<file path="src/rtl/res_io_pkg.sv">
// rtl/res_io_pkg.sv - shared constants, width helpers and word type for the RES1 output packer
package res_io_pkg;

  // Width of the RES1 external output bus, in bits per nibble.
  localparam int RES_W = 4;

  // Geometry that res_word_t is laid out for.
  localparam int DEF_NIBBLES = 8;

  // Bits needed to hold a nibble count from 0 to nibbles inclusive.
  function automatic int count_width(input int nibbles);
    return $clog2(nibbles + 1);
  endfunction

  // Bits needed to hold a FIFO occupancy from 0 to depth inclusive.
  function automatic int level_width(input int depth);
    return $clog2(depth + 1);
  endfunction

  localparam int DEF_CW = count_width(DEF_NIBBLES);

  // One buffered word: count sits above data, the same packing the FIFO stores.
  typedef struct packed {
    logic [DEF_CW-1:0]              count;
    logic [RES_W*DEF_NIBBLES-1:0]   data;
  } res_word_t;

endpackage

</file>
<file path="src/rtl/res_word_fifo.sv">
// rtl/res_word_fifo.sv - first-word-fall-through FIFO of packed {count, data} words
module res_word_fifo
  import res_io_pkg::*;
#(
  parameter int WIDTH = 36,
  parameter int DEPTH = 4,
  localparam int LW = level_width(DEPTH),
  localparam int PW = $clog2(DEPTH)
) (
  input  logic             clk,
  input  logic             rst_n,
  input  logic             push,
  input  logic [WIDTH-1:0] push_data,
  input  logic             pop,
  output logic [WIDTH-1:0] head,
  output logic             full,
  output logic             empty,
  output logic [LW-1:0]    level
);

  logic [WIDTH-1:0] mem [DEPTH];
  logic [PW-1:0]    wr_ptr;
  logic [PW-1:0]    rd_ptr;
  logic             do_push;
  logic             do_pop;

  assign full  = (level == LW'(DEPTH));
  assign empty = (level == '0);

  // A pop frees a slot on the same edge, so a full FIFO still takes a push alongside a pop.
  assign do_pop  = pop && !empty;
  assign do_push = push && (!full || do_pop);

  // The head reads as zero while empty so stale storage never reaches the host.
  assign head = empty ? '0 : mem[rd_ptr];

  // Pointers wrap naturally because DEPTH is a power of two; level tracks occupancy.
  always_ff @(posedge clk or negedge rst_n) begin
    if (!rst_n) begin
      wr_ptr <= '0;
      rd_ptr <= '0;
      level  <= '0;
    end else begin
      if (do_push) wr_ptr <= wr_ptr + PW'(1);
      if (do_pop)  rd_ptr <= rd_ptr + PW'(1);
      if (do_push && !do_pop)      level <= level + LW'(1);
      else if (do_pop && !do_push) level <= level - LW'(1);
    end
  end

  // Storage needs no reset: the empty gate on head hides its contents.
  always_ff @(posedge clk) begin
    if (do_push) mem[wr_ptr] <= push_data;
  end

endmodule

</file>
<file path="src/rtl/res_out_packer.sv">
// rtl/res_out_packer.sv - packs strobed RES1 output nibbles into words and hands them to a host
module res_out_packer
  import res_io_pkg::*;
#(
  parameter int NIBBLES    = 8,
  parameter int FIFO_DEPTH = 4,
  localparam int CW = count_width(NIBBLES),
  localparam int LW = level_width(FIFO_DEPTH),
  localparam int DW = RES_W * NIBBLES
) (
  input  logic             UserCLK,
  input  logic             RESETn,
  input  logic [RES_W-1:0] res_in,
  input  logic             sample_en,
  input  logic             flush,
  input  logic             clr_ovf,
  output logic             out_valid,
  input  logic             out_ready,
  output logic [DW-1:0]    out_data,
  output logic [CW-1:0]    out_nibbles,
  output logic [LW-1:0]    fifo_level,
  output logic             overflow
);

  logic [CW-1:0]    nib_cnt;
  logic [CW-1:0]    eff_cnt;
  logic [DW-1:0]    shift_reg;
  logic [DW-1:0]    next_word;
  logic             complete;
  logic             push_req;
  logic             pop;
  logic             accept;
  logic             drop;
  logic             full;
  logic             empty;
  logic [CW+DW-1:0] head;

  // Drop the current sample into its slot so a push on this edge already includes it.
  always_comb begin
    next_word = shift_reg;
    for (int k = 0; k < NIBBLES; k++) begin
      if (sample_en && (nib_cnt == CW'(k))) next_word[RES_W*k +: RES_W] = res_in;
    end
  end

  assign eff_cnt  = nib_cnt + CW'(sample_en);
  assign complete = sample_en && (nib_cnt == CW'(NIBBLES - 1));
  // A flush coinciding with a completing sample is the same single push.
  assign push_req = complete || (flush && (eff_cnt != '0));

  assign out_valid = !empty;
  assign pop       = out_valid && out_ready;
  assign accept    = push_req && (!full || pop);
  assign drop      = push_req && !accept;

  res_word_fifo #(
    .WIDTH (CW + DW),
    .DEPTH (FIFO_DEPTH)
  ) u_fifo (
    .clk       (UserCLK),
    .rst_n     (RESETn),
    .push      (accept),
    .push_data ({eff_cnt, next_word}),
    .pop       (pop),
    .head      (head),
    .full      (full),
    .empty     (empty),
    .level     (fifo_level)
  );

  assign out_data    = head[DW-1:0];
  assign out_nibbles = head[CW+DW-1:DW];

  // Nibble assembly: any push attempt, accepted or dropped, restarts an empty word.
  always_ff @(posedge UserCLK or negedge RESETn) begin
    if (!RESETn) begin
      nib_cnt   <= '0;
      shift_reg <= '0;
    end else if (push_req) begin
      nib_cnt   <= '0;
      shift_reg <= '0;
    end else if (sample_en) begin
      nib_cnt   <= nib_cnt + CW'(1);
      shift_reg <= next_word;
    end
  end

  // Sticky overflow: a drop wins over a clear on the same edge.
  always_ff @(posedge UserCLK or negedge RESETn) begin
    if (!RESETn)      overflow <= 1'b0;
    else if (drop)    overflow <= 1'b1;
    else if (clr_ovf) overflow <= 1'b0;
  end

endmodule

</file>
<file path="config.mk">
export PLATFORM = sky130hd
export DESIGN_NAME = res_out_packer
export DESIGN_NICKNAME = d
export VERILOG_FILES = /design/src/rtl/res_io_pkg.sv /design/src/rtl/res_word_fifo.sv /design/src/rtl/res_out_packer.sv
export SDC_FILE = /design/constraint.sdc
export NUM_CORES = 1
export LEC_CHECK = 0
export CORE_UTILIZATION = 40
export CTS_BUF_LIST = sky130_fd_sc_hd__clkbuf_4 sky130_fd_sc_hd__clkbuf_8
export CTS_CLUSTER_DIAMETER = 40
export DETAILED_ROUTE_END_ITERATION = 8
export GPL_ROUTABILITY_DRIVEN = 0
export PLACE_DENSITY = 0.65
export SYNTH_ARGS = -nofsm -noshare
export SYNTH_HDL_FRONTEND = slang
export SYNTH_HIERARCHICAL = 1
export SYNTH_SLANG_ARGS = --single-unit
</file>
<file path="constraint.sdc">
create_clock -name UserCLK -period 9.1 [get_ports UserCLK]
set_input_delay 1.82 -clock UserCLK [delete_from_list [all_inputs] [get_ports UserCLK]]
set_output_delay 1.82 -clock UserCLK [all_outputs]
set_load 0.02 [all_outputs]
</file>
# Yosys cells after proc, flatten, opt, wreduce, memory -nomap -nowiden
# Memories as Yosys holds them, arrays and structs flattened.
# Index checks and enable logic that the tools add are counted.
[op_classes] n_addsub=6 eq_ne=8 muxes=19 reduce_logical=30
[op_table] cell="two-way mux 32 bit" count=2
[op_table] cell="two-way mux 4 bit" count=10
[op_table] cell="two-way mux 36 bit" count=1
[op_table] cell="== test 4 x 3 -> 1 bit (second input constant)" count=4
[op_table] cell="logical AND 1 bit" count=16
[op_table] cell="== test 4 x 2 -> 1 bit (second input constant)" count=2
[op_table] cell="two-way mux 3 bit" count=2
[op_table] cell="nonzero test 2 bit" count=3
[op_table] cell="logical NOT 1 bit" count=5
[op_table] cell="adder 2 x 1 -> 2 bit (second input constant)" count=2
[op_table] cell="adder 4 x 1 -> 4 bit" count=1
[op_table] cell="adder 4 x 1 -> 4 bit (second input constant)" count=1
[op_table] cell="== test 4 x 1 -> 1 bit (second input constant)" count=1
[op_table] cell="logical NOT 4 bit" count=1
[op_table] cell="two-way mux 1 bit" count=4
[op_table] cell="nonzero test 4 bit" count=1
[op_table] cell="adder 3 x 1 -> 3 bit (second input constant)" count=1
[op_table] cell="== test 3 bit (second input constant)" count=1
[op_table] cell="logical NOT 3 bit" count=1
[op_table] cell="logical OR 1 bit" count=3
[op_table] cell="subtractor 3 x 1 -> 3 bit (second input constant)" count=1
[totals] register_bits=44 ram_bits=144 out_inout_bits=41 mem_count=1
[memory_table] name="u_fifo.mem" words=4 width=36 read_ports=1 rd_clocked_by_memory_dff=0 wr=1 line="res_word_fifo.sv:21" text="logic [WIDTH-1:0] mem [DEPTH];"

# Longest topological paths before layout
[logic_depth] word_depth=10 ltp_mapped=14 mapped_depth_nobuf=12

# Modules after synthesis
# Netlist, hierarchy kept.
[modules_own_cells] module="res_word_fifo" instances=1 cells_each=264 area_per_inst_um2=5848.1 seq_area_each_um2=4499.3
[modules_own_cells] module="res_out_packer" instances=1 cells_each=169 area_per_inst_um2=2120.8 seq_area_each_um2=925.9

# Least setup slack after synthesis
# No wires, ideal clock.
[synth_timing] kind="in2reg" startpoint="in sample_en" endpoint="mem u_fifo.mem[0][0] (enable)" setup_ps=397 arrival_time_ps=4144 required_ps=8703 setup_slack_ps=4560 cell_stages=9 cell_sequence="ha_1 ha_1 nor2_1 o211a_1 buf_4 buf_6 o21ai_1 a21boi_2 and2_1"
[synth_via] elab_chain_cells=8 elab_cells_between_ends=9
[synth_lines] element="start: declaration" line="res_out_packer.sv:14" text="input logic sample_en,"
[synth_lines] element="adder 4 x 1 -> 4 bit" line="res_out_packer.sv:46" text="assign eff_cnt = nib_cnt + CW'(sample_en);"
[synth_lines] element="net eff_cnt[1]" line="res_out_packer.sv:26" text="logic [CW-1:0] eff_cnt;"
[synth_lines] element="nonzero test 4 bit" line="res_out_packer.sv:49" text="assign push_req = complete || (flush && (eff_cnt != '0));"
[synth_lines] element="logical AND 1 bit" line="res_out_packer.sv:49"
[synth_lines] element="logical OR 1 bit" line="res_out_packer.sv:49"
[synth_lines] element="logical AND 1 bit" line="res_out_packer.sv:53" text="assign accept = push_req && (!full || pop);"
[synth_lines] element="net accept" line="res_out_packer.sv:32" text="logic accept;"
[synth_lines] element="logical AND 1 bit" line="res_word_fifo.sv:32" text="assign do_push = push && (!full || do_pop);"
[synth_lines] element="net u_fifo.do_push" line="res_word_fifo.sv:24" text="logic do_push;"
[synth_lines] element="two-way mux 1 bit" line="res_word_fifo.sv:53" text="if (do_push) mem[wr_ptr] <= push_data;"
[synth_lines] element="two-way mux 1 bit (implied by the code)" line="res_word_fifo.sv:53"
[synth_lines] element="end: declaration" line="res_word_fifo.sv:21"
# The timed path passes the listed nets, and every way through them passes these cells.

# Final worst setup path
[layout_timing] startpoint="in sample_en" endpoint="reg u_fifo.level[1]"
[layout_via] elab_chain_cells=9 elab_cells_between_ends=12
[layout_lines] element="adder 4 x 1 -> 4 bit (*)" line="res_out_packer.sv:46"
[layout_lines] element="net eff_cnt[1]" line="res_out_packer.sv:26"
[layout_lines] element="nonzero test 4 bit (*)" line="res_out_packer.sv:49"
[layout_lines] element="logical AND 1 bit (*)" line="res_out_packer.sv:49"
[layout_lines] element="logical OR 1 bit (*)" line="res_out_packer.sv:49"
[layout_lines] element="logical AND 1 bit (*)" line="res_out_packer.sv:53"
[layout_lines] element="net accept" line="res_out_packer.sv:32"
[layout_lines] element="logical AND 1 bit (*)" line="res_word_fifo.sv:32"
[layout_lines] element="net u_fifo.do_push" line="res_word_fifo.sv:24"
[layout_lines] element="logical NOT 1 bit" line="res_word_fifo.sv:47" text="else if (do_pop && !do_push) level <= level - LW'(1);"
[layout_lines] element="logical AND 1 bit" line="res_word_fifo.sv:47"
[layout_lines] element="nonzero test 2 bit (no source line)"
[layout_lines] element="end signal: assignment" line="res_word_fifo.sv:46" text="if (do_push && !do_pop) level <= level + LW'(1);"
[layout_lines] element="end signal: assignment" line="res_word_fifo.sv:47"
[layout_lines] element="end: declaration" line="res_word_fifo.sv:18" text="output logic [LW-1:0] level"
# The timed path passes the listed nets; every way through them passes the cells marked *.
# A chain may end at the register's enable or synchronous reset.

==> impl_metrics.toml <==
[global_route]
grt_util_met2_pct = 25.8
use_met1_pct = 19.9
antenna_found_initial = 0
met3_usage_pct = 3.62
grt_pass1_vias = 4220
top_usage_layer = "met2"
grt_max_degree = 45
gr-usage-all-layers_pct = 15.7
overflow = 0
grt_pass1_wl_mm = 23.5

[min_path]
whs_path_depth = 2
hold_start = "shift_reg[29]$_DFFE_PN0P_"
holdCritPathClass = "flop to flop"
min_to = "shift_reg[29]$_DFFE_PN0P_"

[cells_and_area]
nets = 506
n_antenna_cell = 0
syn2layout_area_growth_pct = 14.1
largest_reg_flops = 144
multiInputGateArea_um2 = 2350
drive_gt1_share_pct = 22.9
seq_area_um2 = 5430
final_cells = 762
n_fill_cell = 1683

[route]
drc = 0
routedWlPerCell_um = 19.0
drtIter0Drc = 207
wl_mm = 14.5
dr.pass1.iters = 4
vias = 3962
ant_nets = 0
via_per_inst = 5.20

[yosys]
yosys-top-cells-area = "edfxtp_1 54%, dfrtp_1 14%, mux4_2 10%"
synth.most_common_cell = "edfxtp_1"
yosys.area.top_type = "edfxtp_1"
synth_nets = 455
synth_cells = 433
synth_top_area_share_pct = 54.3
synth_edf_count = 144
ys_warn_count = 6
seq_area_frac_synth_pct = 68.1
synth.distinct_cells = 39
netlist_top_cells_count = "144 x edfxtp_1, 44 x dfrtp_1, 40 x and2_1"
syn_area_um2 = 7970
avgSynthCellArea_um2 = 18.4
synth_flop_cell = "edfxtp_1"
synth_seq_cells = 188
postSynth.asyncResetShare_pct = 23.4

[power_and_ir_drop]
power.total_mw = 3.08
switching_power_mw = 1.04
p_comb_share_pct = 41.6
power_switching_share_pct = 33.6
powerDensity_nw_per_um2 = 339
cell_internal_pwr_mw = 2.05
p_clk_share_pct = 17.0
p_leak_nw = 3.57
peakVddDrop_uv = 265
p_seq_share_pct = 41.5

[clock_tree]
cts_root_buffer = "clkbuf_8"
clock_latency_ps = 460
post_cts_buffers = 0
cts_buffers = 17
clk_path_buf_depth = 2
cts_tree = "yes"
post_cts_resized = 0
path_clk_slew_ps = 90
ctsHoldBuffers = 0
clkSinkCount = 188
htree_levels = 4

[timing]
slew_headroom_pct = 31.8
maxSlewViolCount = 0
finalCritPeriodShare_pct = 58.9
hold_viol_final = 0
setup-tns-final_ps = 0
tightest_slew_ps = 1020
rsz0062_at_grt = "no"
period_minus_slack_ps = 5360
clock_skew_ps = 14.9
setup_violations = 0
max_freq_mhz = 186

[floorplan]
die_h_um = 143
initial_core_util_pct = 40.8
fp.coreArea_um2 = 19500
dieArea_um2 = 20500
io_pins = 51
dieWidth_um = 143
placementRows = 51

[placed_design]
port_buffers = 50
placedCellCount = 730
dp.final_hpwl_mm = 8.81

[flow_run]
drv_cap = 0

[worst_setup_path]
ff2ff_setup_slack_ps = 5490
worstPathMaxFanout = 29
required_ps = 9460
arrival_ps = 5720
worst_r2r_endpoint = "u_fifo/level[1]$_DFFE_PN0P_"
timing.rr.start = "nib_cnt[0]$_DFFE_PN0P_"
reg2reg_depth = 10
start_kind = "input port"
critPathKind = "input port to flop"
end_kind = "flop"

[outcome]
status = "complete, no violations"
-- cells in the final DEF, fill, tap and decap left out, drive strengths merged, types with 5 or more instances in the layout --
cell,netlist,final
nand2,14,14
and2,40,40
clkdlybuf4s50,0,49
mux2,30,30
dfrtp,44,44
clkinv,0,9
mux4,36,36
clkbuf,10,17
buf,16,9
a21oi,5,5
inv,11,12
xnor2,6,6
edfxtp,144,144
o211a,29,29
ha,11,11
-- how the worst max path moves through the flow --
stage | cells after the start | endpoint | from
after CTS | 11 | u_fifo/level[1]$_DFFE_PN0P_ | sample_en
after global placement | 11 | u_fifo/level[1]$_DFFE_PN0P_ | sample_en
final | 11 | u_fifo/level[1]$_DFFE_PN0P_ | sample_en
after global routing | 11 | u_fifo/level[1]$_DFFE_PN0P_ | sample_en
after floorplan | 9 | u_fifo/mem[0][0]$_DFFE_PP_ | sample_en
after detailed placement | 11 | u_fifo/level[1]$_DFFE_PN0P_ | sample_en
-- power groups by stage --
stage               Clock, mW  Sequential, mW  Combinational [mW]
floorplan                   0            1.25               0.882
global placement            0            1.29                1.28
detailed placement          0            1.30                1.30
CTS                     0.539            1.28                1.31
global route            0.573            1.30                1.38
finish                  0.524            1.28                1.28
-- layer usage --
layer  vias up  part of all wire [%]
li1       1785                     -
met1      2067                    44
met2        88                    50
met3        22                   4.1
met4         0                   2.2
met5         -                     0
-- logic make-up (layout without fill, tap and decap cells) --
family / after synthesis / in the layout / share of synthesized area (%)
buffers and inverters: 37 / 101 / 2.37
XOR/XNOR: 10 / 10 / 1.10
flip-flops: 188 / 188 / 68.1
AO/OA/AOI/OAI: 44 / 44 / 4.99
multiplexers: 67 / 67 / 15.3
AND/OR/NAND/NOR: 75 / 75 / 6.19
adder cells (fa/ha/maj): 12 / 12 / 1.98
-- metrics by stage --
stage | utilization (%) | cell area (um^2) | hold WS [ps] | setup slack [ps]
after floorplan | - | 7970 | 480 | 4560
after global placement | 44.6 | 8710 | 492 | 3470
after detailed placement | 44.6 | 8710 | 499 | 3330
after CTS | 46.6 | 9090 | 515 | 3810
after global routing | 46.6 | 9090 | 531 | 3610
final | 46.6 | 9090 | 510 | 3740
-- worst max-delay path: stages --
cell and delay, ps:
clkdlybuf4s50_1 700, ha_1 410, ha_1 350, nor2_1 190, o211a_1 870, o21ai_1 150
a21boi_2 240, ha_1 250, inv_1 70, fa_1 400, mux2_2 260
-- layout make-up --
class	count	share of cell area (%)
clock buffer	17	2.57
clock inverter	15	1.65
inverter	11	0.454
multi-input combinational	208	25.9
sequential	188	59.7
tap	265	3.65
timing repair buffer	58	6.11
Note: power is estimated with default switching activity, not from simulation.
